### config.mk
export PLATFORM = sky130hd
export DESIGN_NAME = app_state_ctrl
export DESIGN_NICKNAME = d
export VERILOG_FILES = /design/src/rtl/app_state_pkg.sv /design/src/rtl/button_debouncer.sv /design/src/rtl/app_state_ctrl.sv
export SDC_FILE = /design/constraint.sdc
export NUM_CORES = 1
export LEC_CHECK = 0
export CORE_AREA = 5 5 107 109
export DETAILED_ROUTE_END_ITERATION = 10
export DIE_AREA = 0 0 112 114
export DONT_BUFFER_PORTS = 1
export GPL_ROUTABILITY_DRIVEN = 0
export PLACE_DENSITY = 0.74
export SLEW_MARGIN = 20
export SYNTH_ARGS = -nofsm -noshare
export SYNTH_HDL_FRONTEND = slang
export SYNTH_HIERARCHICAL = 1
export SYNTH_SLANG_ARGS = --single-unit
### constraint.sdc
create_clock -name clk -period 2 [get_ports clk]
set_input_delay 0 -clock clk [delete_from_list [all_inputs] [get_ports clk]]
set_output_delay 0 -clock clk [all_outputs]
set_load 0.005 [all_outputs]
### src/rtl/app_state_pkg.sv
// Shared state codes, menu geometry and the menu-item-to-application map
// used by the application sequencer.
package app_state_pkg;

    localparam logic [3:0] ST_MENU         = 4'd0;
    localparam logic [3:0] ST_VOLUME       = 4'd1;
    localparam logic [3:0] ST_POKEMON      = 4'd2;
    localparam logic [3:0] ST_POKEMON_OVER = 4'd3;
    localparam logic [3:0] ST_BLUE         = 4'd4;
    localparam logic [3:0] ST_POTION       = 4'd5;
    localparam logic [3:0] ST_YELLOW       = 4'd6;

    localparam int         NUM_MENU_ITEMS  = 5;
    localparam logic [2:0] CURSOR_LAST     = 3'(NUM_MENU_ITEMS - 1);

    // One-cycle press pulses from the four debounced buttons.
    typedef struct packed {
        logic up;
        logic down;
        logic center;
        logic left;
    } btn_press_t;

    function automatic logic [3:0] item_to_state(input logic [2:0] item);
        logic [3:0] st;
        case (item)
            3'd0:    st = ST_VOLUME;
            3'd1:    st = ST_POKEMON;
            3'd2:    st = ST_BLUE;
            3'd3:    st = ST_POTION;
            3'd4:    st = ST_YELLOW;
            default: st = ST_MENU;
        endcase
        return st;
    endfunction

endpackage

### src/rtl/button_debouncer.sv
// Synchronises one raw push-button and accepts a new level only after it has
// been stable for DEBOUNCE_CYCLES samples; emits a one-cycle pulse on press.
module button_debouncer #(
    parameter int DEBOUNCE_CYCLES = 100_000
) (
    input  logic clk,
    input  logic reset,
    input  logic raw,
    output logic level,
    output logic press_pulse
);

    localparam int             CW       = $clog2(DEBOUNCE_CYCLES + 1);
    localparam logic [CW-1:0]  CNT_LAST = CW'(DEBOUNCE_CYCLES - 1);

    logic          sync1_q, sync2_q;
    logic          level_q, level_d;
    logic          pulse_q, pulse_d;
    logic [CW-1:0] cnt_q, cnt_d;

    // Counts consecutive synchronised samples that disagree with the accepted
    // level; any agreeing sample restarts the count, so glitches never land.
    always_comb begin
        // NOTE: every combinational output gets a default first so no path
        // leaves it unassigned, which would otherwise infer a latch.
        level_d = level_q;
        pulse_d = 1'b0;
        cnt_d   = '0;
        if (sync2_q != level_q) begin
            if (cnt_q == CNT_LAST) begin
                level_d = sync2_q;
                pulse_d = sync2_q;
            end else begin
                cnt_d = cnt_q + 1'b1;
            end
        end
    end

    // NOTE: state is updated with non-blocking assignments so every flop
    // samples pre-edge values; reset is synchronous and wins over all else.
    always_ff @(posedge clk) begin
        if (reset) begin
            sync1_q <= 1'b0;
            sync2_q <= 1'b0;
            level_q <= 1'b0;
            pulse_q <= 1'b0;
            cnt_q   <= '0;
        end else begin
            sync1_q <= raw;
            sync2_q <= sync1_q;
            level_q <= level_d;
            pulse_q <= pulse_d;
            cnt_q   <= cnt_d;
        end
    end

    assign level       = level_q;
    assign press_pulse = pulse_q;

endmodule

### src/rtl/app_state_ctrl.sv
// Top-level application sequencer: debounced menu navigation, app launch/exit,
// Pokemon game-over timeout, and a one-cycle app_reset on every state change.
module app_state_ctrl
    import app_state_pkg::*;
#(
    parameter int DEBOUNCE_CYCLES = 100_000,
    parameter int GAMEOVER_CYCLES = 300_000_000
) (
    input  logic       clk,
    input  logic       reset,
    input  logic       btnU,
    input  logic       btnD,
    input  logic       btnC,
    input  logic       btnL,
    input  logic       pokemon_dead,
    output logic [3:0] state,
    output logic [2:0] menu_cursor,
    output logic       app_reset
);

    localparam int            TW         = $clog2(GAMEOVER_CYCLES);
    localparam logic [TW-1:0] TIMER_LAST = TW'(GAMEOVER_CYCLES - 1);

    logic [3:0]    raw_vec;
    logic [3:0]    press_vec;
    logic [3:0]    btn_level_unused;
    btn_press_t    btn_press;

    logic [3:0]    state_q, state_d;
    logic [2:0]    cursor_q, cursor_d;
    logic [TW-1:0] timer_q, timer_d;
    logic          app_reset_q, app_reset_d;

    // Bit order matches btn_press_t: up is the MSB, left the LSB.
    assign raw_vec = {btnU, btnD, btnC, btnL};

    for (genvar i = 0; i < 4; i++) begin : gen_deb
        button_debouncer #(
            .DEBOUNCE_CYCLES(DEBOUNCE_CYCLES)
        ) u_deb (
            .clk        (clk),
            .reset      (reset),
            .raw        (raw_vec[i]),
            .level      (btn_level_unused[i]),
            .press_pulse(press_vec[i])
        );
    end

    assign btn_press = btn_press_t'(press_vec);

    always_ff @(posedge clk) begin
        if (reset) begin
            state_q     <= ST_MENU;
            cursor_q    <= '0;
            timer_q     <= '0;
            app_reset_q <= 1'b0;
        end else begin
            state_q     <= state_d;
            cursor_q    <= cursor_d;
            timer_q     <= timer_d;
            app_reset_q <= app_reset_d;
        end
    end

    always_comb begin
        state_d  = state_q;
        cursor_d = cursor_q;
        case (state_q)
            ST_MENU: begin
                if (btn_press.center) begin
                    state_d = item_to_state(cursor_q);
                end else if (btn_press.up && !btn_press.down) begin
                    cursor_d = (cursor_q == '0) ? CURSOR_LAST : cursor_q - 1'b1;
                end else if (btn_press.down && !btn_press.up) begin
                    cursor_d = (cursor_q == CURSOR_LAST) ? '0 : cursor_q + 1'b1;
                end
            end
            ST_VOLUME, ST_BLUE, ST_POTION, ST_YELLOW: begin
                if (btn_press.left) state_d = ST_MENU;
            end
            ST_POKEMON: begin
                if (pokemon_dead)        state_d = ST_POKEMON_OVER;
                else if (btn_press.left) state_d = ST_MENU;
            end
            ST_POKEMON_OVER: begin
                if (btn_press.center || btn_press.left || timer_q == TIMER_LAST)
                    state_d = ST_MENU;
            end
            default: state_d = ST_MENU;
        endcase

        // The timer only runs while staying in POKEMON_OVER, so every entry starts at 0.
        timer_d     = (state_q == ST_POKEMON_OVER && state_d == ST_POKEMON_OVER)
                      ? timer_q + 1'b1 : '0;
        app_reset_d = (state_d != state_q);
    end

    always_comb begin
        state       = state_q;
        menu_cursor = cursor_q;
        app_reset   = app_reset_q;
    end

endmodule

==> qor.yml <==
cts:
  cts_max_level: 4
  cts.sink_count: 121
  clk_latency_ns: 0.53
  cts_made_buffers: 17
  cts-root-buf: "clkbuf_8"
  cts_tree: "yes"
  cts_setup_buffers: 0
  clk_pin_slew_ns: 0.06
  cts_buffer_depth: 2
critical_path:
  cp.required_ns: 2.46
  crit_type: "reg2reg"
  critPathMaxFanout: 7
  cp-end-kind: "flip-flop"
  r2r_cells: 4
  crit_end: "timer_q[15]$_SDFF_PP0_"
  r2r-start: "timer_q[7]$_SDFF_PP0_"
  setup.worst_path.start: "timer_q[7]$_SDFF_PP0_"
  arrival_ns: 2.35
  r2r_slack_ns: 0.11
  worstSetupStartpointType: "flip-flop"
  r2r-end: "timer_q[15]$_SDFF_PP0_"
sta:
  setup_violations: 0
  maxSlewHeadroom_pct: 62.9
  setup_tns_ns: 0
  max_freq_ghz: 0.529
  min_period_over_period_pct: 94.5
  hold_ws_ns: 0.141
  skew_ns: 0.00842
  min_period_ns: 1.89
  drv_slew: 0
  tightest_slew_ns: 0.556
  rsz0062_at_grt: "false"
  hold_viol: 0
grt:
  grt_pass1_wl_um: 19900
  antenna_found_initial: 0
  overflow: 0
  grtUsageMet3_pct: 5.94
  grt_max_degree: 29
  grt_pass1_vias: 4465
  grtUsageMet1_pct: 22.7
  grtUsageTotal_pct: 18.8
  grt-busiest-layer: "met2"
  use_met2_pct: 31.3
yosys:
  synth_nets: 632
  synth_ff_type: "dfxtp_1"
  synth.distinct_cells: 58
  syn-cell-area_um2: 5730
  synth_top_area_share_pct: 42.2
  synthArstFlopShare_pct: 0
  syn_area_per_cell_um2: 9.35
  synth_edf_count: 0
  seq_area_frac_synth_pct: 42.2
  synth_commonest_cells: "dfxtp_1, nor2_1, xor2_1, xnor2_1, nand2_1"
  ys_seq_elements: 121
  synth.most_common_cell: "dfxtp_1"
  synthCells: 613
  yosys.area.top_type: "dfxtp_1"
  yosys-top-cells-area: "dfxtp_1, nor2_1, xor2_1"
  yosysWarnings: 6
power_and_ir_drop:
  ir_drop_uv: 664
  p_per_area_nw_per_um2: 804
  p_clk_share_pct: 52.9
  swShare_pct: 21.8
  power.internal_w: 0.00412
  sequentialPowerShare_pct: 46.1
  p_comb_share_pct: 1.0
  p_sw_w: 0.00115
  leakagePower_nw: 2.19
route:
  wl_per_cell_um: 14.5
  finalWirelength_um: 11400
  final_antenna_net_count: 0
  drt_drc_violations_left: 0
  vias: 4515
  dr.pass1.iters: 4
  routed_via_density: 5.72
  drt_iter0_drc: 312
cells_and_area:
  n_antenna_cell: 0
  post-route-util_pct: 62.4
  synthToLayoutAreaGrowth_pct: 14.4
  stdcell_count: 789
  fin_nets: 655
  drive_gt1_share_pct: 14.2
die:
  io-pin-count: 15
  die_area_um2: 12800
  die_x_um: 112
  initial_utilization_pct: 54.6
  die_h_um: 114
  rows: 38
  core_um2: 10500
placement:
  placed_cells: 750
  portBuffers: 0
  post-dp-hpwl_um: 7660
worst_hold_path:
  hp-class: "in2reg"
outcome:
  status: "complete, no violations"
job:
  maxCapViolations: 0
-- cell families after synthesis --
group / Yosys count / share of synthesized area (%)
AND/OR/NAND/NOR: 307 / 32.5
flip-flops: 121 / 42.2
XOR/XNOR: 73 / 11.2
AO/OA/AOI/OAI: 61 / 7.14
buffers and inverters: 31 / 3.01
adder cells (fa/ha/maj): 12 / 2.62
multiplexers: 7 / 1.24
other: 1 / 0.0654
-- state kept, by name, indices dropped and copies added (netlist names) --
signal and count:
app_reset 1, gen_deb.u_deb/cnt_q 68, gen_deb.u_deb/level 4, gen_deb.u_deb/press_pulse 4, gen_deb.u_deb/sync1_q 4, gen_deb.u_deb/sync2_q 4
menu_cursor 3, state 4, timer_q 29
-- worst max-delay path, cell delays in order (launching register included) --
cell     delay (ns)
dfxtp_1        0.37
nand3_1        0.23
or4_1          0.64
or4_1          0.43
a21oi_1        0.15
-- how the worst min path moves through the flow --
stage | from | to | slack (ns) | cells after the start
after floorplan | reset | gen_deb[0].u_deb/sync1_q$_SDFF_PP0_ | 0.07 | 1
after global placement | reset | gen_deb[2].u_deb/sync1_q$_SDFF_PP0_ | 0.08 | 1
after detailed placement | reset | gen_deb[2].u_deb/sync2_q$_SDFF_PP0_ | 0.08 | 1
after CTS | btnL | gen_deb[0].u_deb/sync1_q$_SDFF_PP0_ | 0.12 | 2
after global routing | btnL | gen_deb[0].u_deb/sync1_q$_SDFF_PP0_ | 0.15 | 2
final | btnL | gen_deb[0].u_deb/sync1_q$_SDFF_PP0_ | 0.14 | 2
-- cell type report --
class	count	area, µm²
Clock buffer	18	428
Clock inverter	14	126
Fill cell	873	3950
Inverter	12	45.0
Multi-Input combinational cell	461	3170
Sequential cell	121	2420
Tap cell	140	175
Timing Repair Buffer	23	198
-- power by group through the flow --
stage	logic [W]	registers, W	clock network [W]
final	0.0000543	0.00243	0.00279
after global routing	0.0000596	0.00243	0.00297
after CTS	0.0000535	0.00243	0.00285
after detailed placement	0.0000349	0.00248	0
after global placement	0.0000341	0.00248	0
after floorplan	0.0000311	0.00248	0
-- stage by stage --
stage	worst slack (ns)	total power (W)	cell area, µm²
after floorplan	0.103	0.00251	5730
after global placement	0.110	0.00252	5910
after detailed placement	0.0477	0.00252	5910
after CTS	0.0289	0.00533	6530
after global routing	0.00198	0.00546	6560
final	0.110	0.00528	6560
-- per-layer routing --
metal  vias up  part of all wire [%]
met5         -                     0
met4         0                   1.7
met3        16                   4.6
met2        78                    48
met1      2152                    45
li1       2269                     -
-- timing repair --
action                                 in CTS  in global routing
setup endpoints to repair                   0                  7
hold buffers                                6                  1
endpoints found under the hold margin     120                 10
gates resized for setup                     0                  5
-- layout by cell type, fill, tap and decap left out, drive strengths merged, types with 6 or more instances in the layout --
cell           n
nor4          11
xnor2         34
nor2b         10
dfxtp        121
inv           13
nor3          10
and4          15
nand4         29
nor4b         14
dlygate4sd3    6
a21oi         25
or4           12
or3b           6
and3          15
nand2         36
clkbuf        18
nand3         34
mux2i          6
buf           17
xor2          39
nor2          92
o31ai         11
or3           10
ha            12
clkinv         7
Power figures use the tool's default switching activity.
